<file path="config.mk">
export PLATFORM = sky130hd
export DESIGN_NAME = bmem_line_adapter
export DESIGN_NICKNAME = d
export VERILOG_FILES = /design/src/rtl/bmem_line_adapter.sv
export SDC_FILE = /design/constraint.sdc
export NUM_CORES = 1
export LEC_CHECK = 0
export BUFFER_PORTS_ARGS = -buffer_cell sky130_fd_sc_hd__buf_2
export CAP_MARGIN = 25
export CORE_AREA = 4 4 405 407
export CTS_CLUSTER_SIZE = 10
export DETAILED_ROUTE_END_ITERATION = 12
export DIE_AREA = 0 0 409 411
export PLACE_DENSITY_LB_ADDON = 0.12
export RECOVER_POWER = 25
export SYNTH_ARGS = -nofsm -noshare
export SYNTH_HDL_FRONTEND = slang
export SYNTH_SLANG_ARGS = --single-unit
</file>
<file path="constraint.sdc">
create_clock -name clk -period 3 [get_ports clk]
set_clock_uncertainty 0.1 [all_clocks]
set_input_delay 0.3 -clock clk [delete_from_list [all_inputs] [get_ports clk]]
set_output_delay 0.3 -clock clk [all_outputs]
set_load 0.005 [all_outputs]
</file>
<file path="src/rtl/bmem_line_adapter.sv">
// Arbitrates icache/dcache line requests onto 4-beat bmem bursts; reads reassemble by raddr, resp 1 cycle after last beat.
// Backpressure: bmem_ready stalls issue/beats with outputs held; BMEM_ADAPTER_PERF_EN adds internal *_hk counters.
module bmem_line_adapter #(
    parameter int ADDR_WIDTH = 32,
    parameter int BEAT_WIDTH = 64,
    parameter int BURST_LEN  = 4,
    parameter int LINE_WIDTH = BEAT_WIDTH * BURST_LEN
) (
    input  logic                  clk,
    input  logic                  rst_n,
    input  logic                  ic_req_valid,
    input  logic [ADDR_WIDTH-1:0] ic_req_addr,
    output logic                  ic_req_ready,
    output logic                  ic_resp_valid,
    output logic [LINE_WIDTH-1:0] ic_resp_data,
    input  logic                  dc_req_valid,
    input  logic                  dc_req_write,
    input  logic [ADDR_WIDTH-1:0] dc_req_addr,
    input  logic [LINE_WIDTH-1:0] dc_req_wdata,
    output logic                  dc_req_ready,
    output logic                  dc_resp_valid,
    output logic [LINE_WIDTH-1:0] dc_resp_data,
    output logic [ADDR_WIDTH-1:0] bmem_addr,
    output logic                  bmem_read,
    output logic                  bmem_write,
    output logic [BEAT_WIDTH-1:0] bmem_wdata,
    input  logic                  bmem_ready,
    input  logic [ADDR_WIDTH-1:0] bmem_raddr,
    input  logic [BEAT_WIDTH-1:0] bmem_rdata,
    input  logic                  bmem_rvalid,
    output logic                  err
);
    localparam int OFF_W = $clog2(LINE_WIDTH / 8);
    localparam int LA_W  = ADDR_WIDTH - OFF_W;
    localparam int CNT_W = $clog2(BURST_LEN);
    localparam logic [CNT_W-1:0] LAST = CNT_W'(BURST_LEN - 1);

    typedef enum logic [1:0] {IDLE, RD_ISSUE, WR_BURST} state_t;

    state_t                 state;
    logic                   grant_ic;
    logic                   last_dc;
    logic [CNT_W-1:0]       wr_beat;
    logic                   ic_pend, dc_pend;
    logic [LA_W-1:0]        ic_line, dc_line;
    logic [CNT_W-1:0]       ic_cnt, dc_cnt;
    logic [LINE_WIDTH-1:0]  ic_buf, dc_buf;

    logic ic_elig, dc_elig, pick_ic, ic_hit, dc_hit, ic_done, dc_done;
    logic [CNT_W-1:0] wr_next;
    logic unused_addr_bits;

    // A client whose ready pulse is still visible is treated as outstanding: it
    // has not yet had a chance to drop its valid.
    assign ic_elig = ic_req_valid && !ic_pend && !ic_req_ready;
    assign dc_elig = dc_req_valid && !dc_pend && !dc_req_ready;
    assign pick_ic = ic_elig && (!dc_elig || last_dc);
    assign ic_hit  = bmem_rvalid && ic_pend && (bmem_raddr[ADDR_WIDTH-1:OFF_W] == ic_line);
    assign dc_hit  = bmem_rvalid && dc_pend && (bmem_raddr[ADDR_WIDTH-1:OFF_W] == dc_line);
    assign ic_done = ic_hit && (ic_cnt == LAST);
    assign dc_done = dc_hit && (dc_cnt == LAST);
    assign wr_next = wr_beat + 1'b1;
    assign unused_addr_bits = ^{ic_req_addr[OFF_W-1:0], dc_req_addr[OFF_W-1:0], bmem_raddr[OFF_W-1:0]};

    always_ff @(posedge clk or negedge rst_n) begin
        if (!rst_n) begin
            state         <= IDLE;
            grant_ic      <= 1'b0;
            last_dc       <= 1'b1;
            wr_beat       <= '0;
            ic_pend       <= 1'b0;
            dc_pend       <= 1'b0;
            ic_line       <= '0;
            dc_line       <= '0;
            ic_cnt        <= '0;
            dc_cnt        <= '0;
            ic_buf        <= '0;
            dc_buf        <= '0;
            ic_req_ready  <= 1'b0;
            ic_resp_valid <= 1'b0;
            ic_resp_data  <= '0;
            dc_req_ready  <= 1'b0;
            dc_resp_valid <= 1'b0;
            dc_resp_data  <= '0;
            bmem_addr     <= '0;
            bmem_read     <= 1'b0;
            bmem_write    <= 1'b0;
            bmem_wdata    <= '0;
            err           <= 1'b0;
        end else begin
            ic_req_ready  <= 1'b0;
            dc_req_ready  <= 1'b0;
            ic_resp_valid <= 1'b0;
            dc_resp_valid <= 1'b0;
            case (state)
                IDLE: begin
                    if (ic_elig || dc_elig) begin
                        // The round-robin pointer only moves on a real conflict.
                        if (ic_elig && dc_elig)
                            last_dc <= !pick_ic;
                        grant_ic  <= pick_ic;
                        bmem_addr <= {(pick_ic ? ic_req_addr[ADDR_WIDTH-1:OFF_W]
                                               : dc_req_addr[ADDR_WIDTH-1:OFF_W]), {OFF_W{1'b0}}};
                        if (!pick_ic && dc_req_write) begin
                            state      <= WR_BURST;
                            bmem_write <= 1'b1;
                            wr_beat    <= '0;
                            bmem_wdata <= dc_req_wdata[BEAT_WIDTH-1:0];
                        end else begin
                            state     <= RD_ISSUE;
                            bmem_read <= 1'b1;
                        end
                    end
                end
                RD_ISSUE: begin
                    if (bmem_ready) begin
                        bmem_read <= 1'b0;
                        state     <= IDLE;
                        if (grant_ic) begin
                            ic_req_ready <= 1'b1;
                            ic_pend      <= 1'b1;
                            ic_line      <= bmem_addr[ADDR_WIDTH-1:OFF_W];
                        end else begin
                            dc_req_ready <= 1'b1;
                            dc_pend      <= 1'b1;
                            dc_line      <= bmem_addr[ADDR_WIDTH-1:OFF_W];
                        end
                    end
                end
                WR_BURST: begin
                    if (bmem_ready) begin
                        if (wr_beat == LAST) begin
                            bmem_write    <= 1'b0;
                            dc_req_ready  <= 1'b1;
                            dc_resp_valid <= 1'b1;
                            state         <= IDLE;
                        end else begin
                            wr_beat    <= wr_next;
                            bmem_wdata <= dc_req_wdata[int'(wr_next)*BEAT_WIDTH +: BEAT_WIDTH];
                        end
                    end
                end
                default: state <= IDLE;
            endcase

            if (ic_hit) begin
                ic_buf[int'(ic_cnt)*BEAT_WIDTH +: BEAT_WIDTH] <= bmem_rdata;
                ic_cnt <= ic_cnt + 1'b1;
                if (ic_done) begin
                    ic_cnt        <= '0;
                    ic_pend       <= 1'b0;
                    ic_resp_valid <= 1'b1;
                    ic_resp_data  <= {bmem_rdata, ic_buf[LINE_WIDTH-BEAT_WIDTH-1:0]};
                end
            end
            if (dc_hit) begin
                dc_buf[int'(dc_cnt)*BEAT_WIDTH +: BEAT_WIDTH] <= bmem_rdata;
                dc_cnt <= dc_cnt + 1'b1;
                if (dc_done) begin
                    dc_cnt        <= '0;
                    dc_pend       <= 1'b0;
                    dc_resp_valid <= 1'b1;
                    dc_resp_data  <= {bmem_rdata, dc_buf[LINE_WIDTH-BEAT_WIDTH-1:0]};
                end
            end
            if (bmem_rvalid && !ic_hit && !dc_hit)
                err <= 1'b1;
        end
    end

`ifdef BMEM_ADAPTER_PERF_EN
    logic [31:0] rd_bursts_hk, wr_bursts_hk, arb_conflict_hk, ready_stall_hk, rd_latency_total_hk;

    function automatic logic [31:0] sat_add(input logic [31:0] a, input logic [31:0] b);
        logic [32:0] s;
        s = {1'b0, a} + {1'b0, b};
        return s[32] ? 32'hFFFF_FFFF : s[31:0];
    endfunction

    // Latency accrues one per pending cycle plus one on the completing beat,
    // which equals issue-to-resp_valid cycles for each read.
    always_ff @(posedge clk or negedge rst_n) begin
        if (!rst_n) begin
            rd_bursts_hk        <= '0;
            wr_bursts_hk        <= '0;
            arb_conflict_hk     <= '0;
            ready_stall_hk      <= '0;
            rd_latency_total_hk <= '0;
        end else begin
            rd_bursts_hk    <= sat_add(rd_bursts_hk, 32'(state == RD_ISSUE && bmem_ready));
            wr_bursts_hk    <= sat_add(wr_bursts_hk, 32'(state == WR_BURST && bmem_ready && wr_beat == LAST));
            arb_conflict_hk <= sat_add(arb_conflict_hk, 32'(state == IDLE && ic_elig && dc_elig));
            ready_stall_hk  <= sat_add(ready_stall_hk, 32'((bmem_read || bmem_write) && !bmem_ready));
            rd_latency_total_hk <= sat_add(rd_latency_total_hk,
                32'(ic_pend) + 32'(dc_pend) + 32'(ic_done) + 32'(dc_done));
        end
    end
`endif

endmodule

</file>
Yosys cells after proc, flatten, opt, wreduce, memory -nomap -nowiden
Index checks and enable logic that the tools add are counted.

word-level totals
  register bits = 1188
  input port bits = 423
  output and inout bits = 615

operators by class
  $add $sub $neg = 5
  eq/ne operators = 14
  shifts and indexed selects = 5
  muxes and demuxes = 53
  bitwise gates (word level) = 1
  reduce and logical (&&, ||, !) cells = 38

operators by type and width
  operator                                                  number
  bitwise mux 256 bit                                       2
  variable shift 64 x 33 -> 256 bit (first input constant)  2
  indexed part select 64 x 33 -> 256 bit                    2
  2-to-1 mux 64 bit                                         4
  indexed part select 256 x 9 -> 64 bit                     1
  case mux 64 bit (2 select lines)                          1
  negation 8 -> 33 bit                                      2
  equality test 27 bit                                      2
  2-to-1 mux 1 bit                                          29
  2-to-1 mux 27 bit                                         1
  2-to-1 mux 2 bit                                          11
  logical AND 1 bit                                         15
  != test 2 bit (second input constant)                     7
  AND reduction 5 bit                                       2
  AND reduction 3 bit                                       3
  equality test 2 bit (second input constant)               4
  zero test 1 bit                                           8
  AND reduction 4 bit                                       2
  adder 2 x 1 -> 2 bit (second input constant)              3
  case mux 1 bit (2 select lines)                           3
  case mux 2 bit (3 select lines)                           1
  AND reduction 2 bit                                       3
  case mux 2 bit (2 select lines)                           1
  nonzero test 2 bit                                        2
  other kinds (4)                                           5

Longest topological paths before layout
  depth in word-level cells = 11
  mapped depth = 10

Worst setup path before layout
Ideal clock, no wire load.

  kind = register -> register
  from = register dc_line[18]
  to = register dc_resp_data[214]
  setup time = 125 ps
  arrival time = 2189 ps
  slack = 586 ps
  cell stages (with the launch flop) = 8
  buffers on the path = 2
  path through = dfrtp_1 > xor2_1 > nor4_1 > nand2_1 > nor4_2 > buf_2 > buf_4 > mux2_2

between the ends
  cells in the longest elaborated chain, start to end = 4

RTL lines
  item                                      RTL line  source
  start, declared                           45        logic [LA_W-1:0] ic_line, dc_line;
  start signal, assigned                    126       dc_line <= bmem_addr[ADDR_WIDTH-1:OFF_W];
  equality test 27 bit (*)                  59        assign dc_hit = bmem_rvalid && dc_pend && (bmem_raddr[ADDR_WIDTH-1:OFF_W] == dc_line);
  logical AND 1 bit (*)                     59
  logical AND 1 bit                         61        assign dc_done = dc_hit && (dc_cnt == LAST);
  AND reduction 2 bit (no source line) (*)  n/a
  end signal, assigned                      163       dc_resp_data <= {bmem_rdata, dc_buf[LINE_WIDTH-BEAT_WIDTH-1:0]};
  end, declared                             22        output logic [LINE_WIDTH-1:0] dc_resp_data,

Every way passes the cells marked *; elsewhere a longest branch is shown, timed or not.
A chain may end at the register's enable or synchronous reset.

Worst setup path after layout
  from = register dc_line[7]
  to = register dc_resp_data[38]

Same word-level chain as after synthesis.

==> metrics.md <==
| Metric | Value |
|---|---|
| Status | complete, no violations |
| Initial antenna violation count | 30 |
| Skew-Pair Late Insertion Delay | 0.76 ns |
| Seq cells post-synth | ~1100 |
| WP data arrival | 3.42 ns |
| Sink of the worst hold path | bmem_wdata[11] |
| Sum Neg Setup Slack | 0 ns |
| Compound-Gate Fraction of Synth Area | 0.0234 |
| Wire per inst | 23.9 um |
| Slew HR | 0.0552 |
| Drt pass-1 iters | 5 |
| Crit path time final | 2.88 ns |
| DRT iter0 DRCs | 1700 |
| Area share of the largest cell type after synthesis | 0.591 |
| Reg2reg path depth | 8 |
| Main synth FF type | dfrtp_1 |
| TritonCTS clock tree | yes |
| Num CTS Buffers | around 130 |
| Static Leak | slightly above 30 nW |
| # rows | ~150 |
| Adder-cell share of the synthesized area | 0.00390 |
| Vias per cell | 4.44 |
| Share of layout cells above drive strength 1 | 0.391 |
| First-pass GRT wire length | 250000 um |
| DR vias | 31964 |
| Vias in the first global route | 34317 |
| Main combinational cell family by area after synthesis | multiplexers |
| Cell taking the most area after synthesis | dfrtp_1 |
| Total grt overflow | 0 |
| Top delay family on crit path | buffers and inverters |
| Max Cap Viol | 0 |
| Largest net degree at the start of global routing | 91 |
| Worst hold start | dc_req_wdata[75] |
| Setup CP Type | flip-flop to flip-flop |
| Routed wire length | 172000 um |
| Clock Pin Slew Worst Setup and Hold Paths | 0.06 ns |
| R2R Setup Slk | around 0.12 ns |
| Final GP Congestion | 0.969 |
| Post-synth cell types | 41 |
| WP data required | 3.54 ns |
| Post-route ant nets | 0 |
| Sinks on Clock Net | 1060 |
| Worst R2R Start | dc_line[7] |
| Worst Slack Setup Final | between 0.1 and 0.15 ns |
| Area fraction in and, or, nand and nor cells after synthesis | 0.0494 |
| Critical path buffer and inverter count | 3 |
| Drt drc | 0 |
| FMAX | 0.347 GHz |
| Post-DP HPWL | between 100000 and 150000 um |
| Critical path peak fanout | 43 |
| I/O pin cnt | 1038 |
| CP Capture Type | flip-flop |
| Final hold vios | 0 |
| CTS root buffer | clkbuf_16 |
| Crit path launch type | flip-flop |
| Fraction of registers with async set/reset | 1.00 |
| Max incr delay on CP | around 0.38 ns |
| DIE WIDTH | 409 um |
| Worst-Margin Slew | 1.42 ns |
| Gr usage total | 0.202 |
| Post-Synthesis Cells | about 3600 |
| YS warnings | 0 |
| Peak supply drop | 0.543 mV |
| Worst hold stages | 4 |
| Synth Area in XOR/XNOR | 0.0105 |
| Core footprint | 160000 um^2 |
| Unrepaired setup endpoints after global routing | no |
| Final #Nets | 5392 |
| P per Cell Area | 622 nW/um^2 |
| Mux contribution to synthesized area | 0.266 |
| Most used cell, CP | buf_12 |
| Mapped Area | around 45000 um^2 |
| P&R area growth vs syn | 34.3% |
| CTS Buffer Depth | 3 |
| Die Span Y | just over 400 um |
| Top post-synthesis cells by area | dfrtp_1 59%, mux2_2 17%, mux2i_1 9.2% |
| Final worst path period share | 0.959 |
| Initial Util | 0.280 |
| Reg-to-reg endpoint | dc_resp_data[38] |
| Port Buffer Count | 1017 |
| Die ar. | 168000 um^2 |
| H-tree depth | 4 |
| Min Hold Slack | about 0.071 ns |
| Sequential fraction of the synthesis area | 0.591 |
| Number of synthesized flops with an enable pin | 0 |
| Syn avg cell area | 12.5 um^2 |
| Max-slew violations | 0 |
| Worst path cell trace | xor2_1 > nor4_2 > buf_4 > o2111ai_1 > nor4_4 > buf_12 > buf_12 > mux2_2 |
| Hold Crit Class | input port to flip-flop |
| Final setup vio count | 0 |
| Slowest-stage cell, CP | dfrtp_1 |
| Setup WS pre-CTS | -0.0191 ns |
## placed cells by master, fill, tap and decap left out, types with 2 or more instances in the layout
cell,synthesis,routed
nor2_1,70,70
ha_1,14,13
o21ai_1,0,2
clkbuf_16,0,136
diode_2,0,13
a21oi_4,0,2
clkinv_2,0,5
nand3_1,6,6
inv_1,401,400
clkinv_8,0,2
buf_2,86,940
nand2b_1,3,3
xor2_1,53,53
inv_16,0,3
buf_12,0,52
nor4_1,18,14
mux2i_1,414,414
nor4_2,3,6
clkbuf_8,0,11
clkbuf_1,82,124
buf_4,27,69
nor3_1,6,2
a31o_2,2,2
dlygate4sd3_1,0,280
clkbuf_2,0,5
o21ai_0,36,34
dfrtp_1,1059,1058
clkbuf_4,0,5
mux2_2,694,694
a21oi_1,75,74
clkinv_16,0,4
nor3_2,0,4
o22ai_1,63,63
clkinvlp_4,0,2
nand4_1,3,3
nor3b_2,0,7
nand2_1,428,427
buf_6,0,2
conb_1,1,5
## routing by layer
layer | vias to the layer above | wire length, um | global-route usage
li1 | 14612 | - | -
met1 | 16202 | 70900 | 0.246
met2 | 871 | 86100 | 0.350
met3 | 267 | 8710 | 0.0453
met4 | 12 | 6110 | 0.0727
met5 | - | 57 | 0
## worst register-to-register path, delay by kind of cell (launching register included)
family	cells	cell delay [ns]
AO/OA/AOI/OAI	1	0.18
XOR/XNOR	1	0.17
buffers and inverters	3	0.76
flip-flops	1	0.38
multiplexers	1	0.44
AND/OR/NAND/NOR	2	0.73
## synth_stat cells (all sizes together), types with 2 or more instances
cell type     n
a21oi        76
a31o          2
buf         120
clkbuf       82
dfrtp      1059
ha           14
inv         401
mux2        694
mux2i       414
nand2       428
nand2b        3
nand3         6
nand4         3
nor2         70
nor3          6
nor3b         8
nor4         21
o21ai        36
o22ai        63
xor2         53
## how the worst max path moves through the flow
| stage | startpoint | to | cells past startpoint |
|---|---|---|---|
| 5_1_grt | dc_line[7] | dc_buf[153] | 10 |
| 2_1_floorplan | dc_line[18] | dc_resp_data[214] | 7 |
| 3_5_place_dp | bmem_raddr[12] | dc_resp_data[38] | 9 |
| 4_1_cts | wr_beat[0] | bmem_wdata[16] | 7 |
| 6_report | dc_line[7] | dc_resp_data[38] | 8 |
| 3_3_place_gp | bmem_raddr[12] | dc_resp_data[41] | 9 |
## layout make-up
cell class | instances | area (um^2)
multi-input combinational | 1917 | 16000
antenna | 13 | 32.5
sequential | 1060 | 26500
clock inverter | 18 | 292
inverter | 401 | 1510
fill | 15851 | 99900
clock buffer | 183 | 3690
tap | 2160 | 2700
timing repair buffer | 1443 | 9510
## through the flow
stage | cell area, um^2 | cells | total power [mW] | util
global placement | 53700 | 6700 | 22.3 | 0.335
CTS | 60500 | 7182 | 38.2 | 0.378
global route | 60300 | 7192 | 39.3 | 0.376
floorplan | 44900 | 3580 | 19.3 | -
detailed placement | 53700 | 6701 | 22.3 | 0.335
finish | 60300 | 7195 | 37.5 | 0.376
## repair_timing
| action | 4_1_cts | 5_1_grt |
|---|---|---|
| gates cloned | 0 | 0 |
| pin swaps | 0 | 0 |
| hold buffers | 280 | 0 |
| resized for setup | 1 | 5 |
| buffers inserted | 0 | 0 |
| hold endpoints to repair | 979 | 0 |
| setup endpoints to repair | 65 | 8 |
## sequential cells by signal, indices dropped and copies added, names as in the netlist, 2 cells and up
register      count
dc_line          27
ic_line          27
dc_resp_data    256
bmem_wdata       64
state             2
dc_buf          192
dc_cnt            2
ic_cnt            2
wr_beat           2
ic_buf          192
ic_resp_data    256
bmem_addr        27
## kinds of logic after synthesis
logic type,count (synthesis)
flip-flops,1060
adder cells (fa/ha/maj),14
buffers and inverters,603
XOR/XNOR,54
other,1
AO/OA/AOI/OAI,186
AND/OR/NAND/NOR,550
multiplexers,1108
## power breakdown
| part | total (mW) | internal, mW | switching, mW |
|---|---|---|---|
| Clock | 15.0 | 8.67 | 6.36 |
| Sequential | 16.0 | 15.3 | 0.715 |
| Combinational | 6.46 | 3.03 | 3.43 |
| Total | 37.5 | 27.0 | 10.5 |
Note: power is estimated with default switching activity, not from simulation.
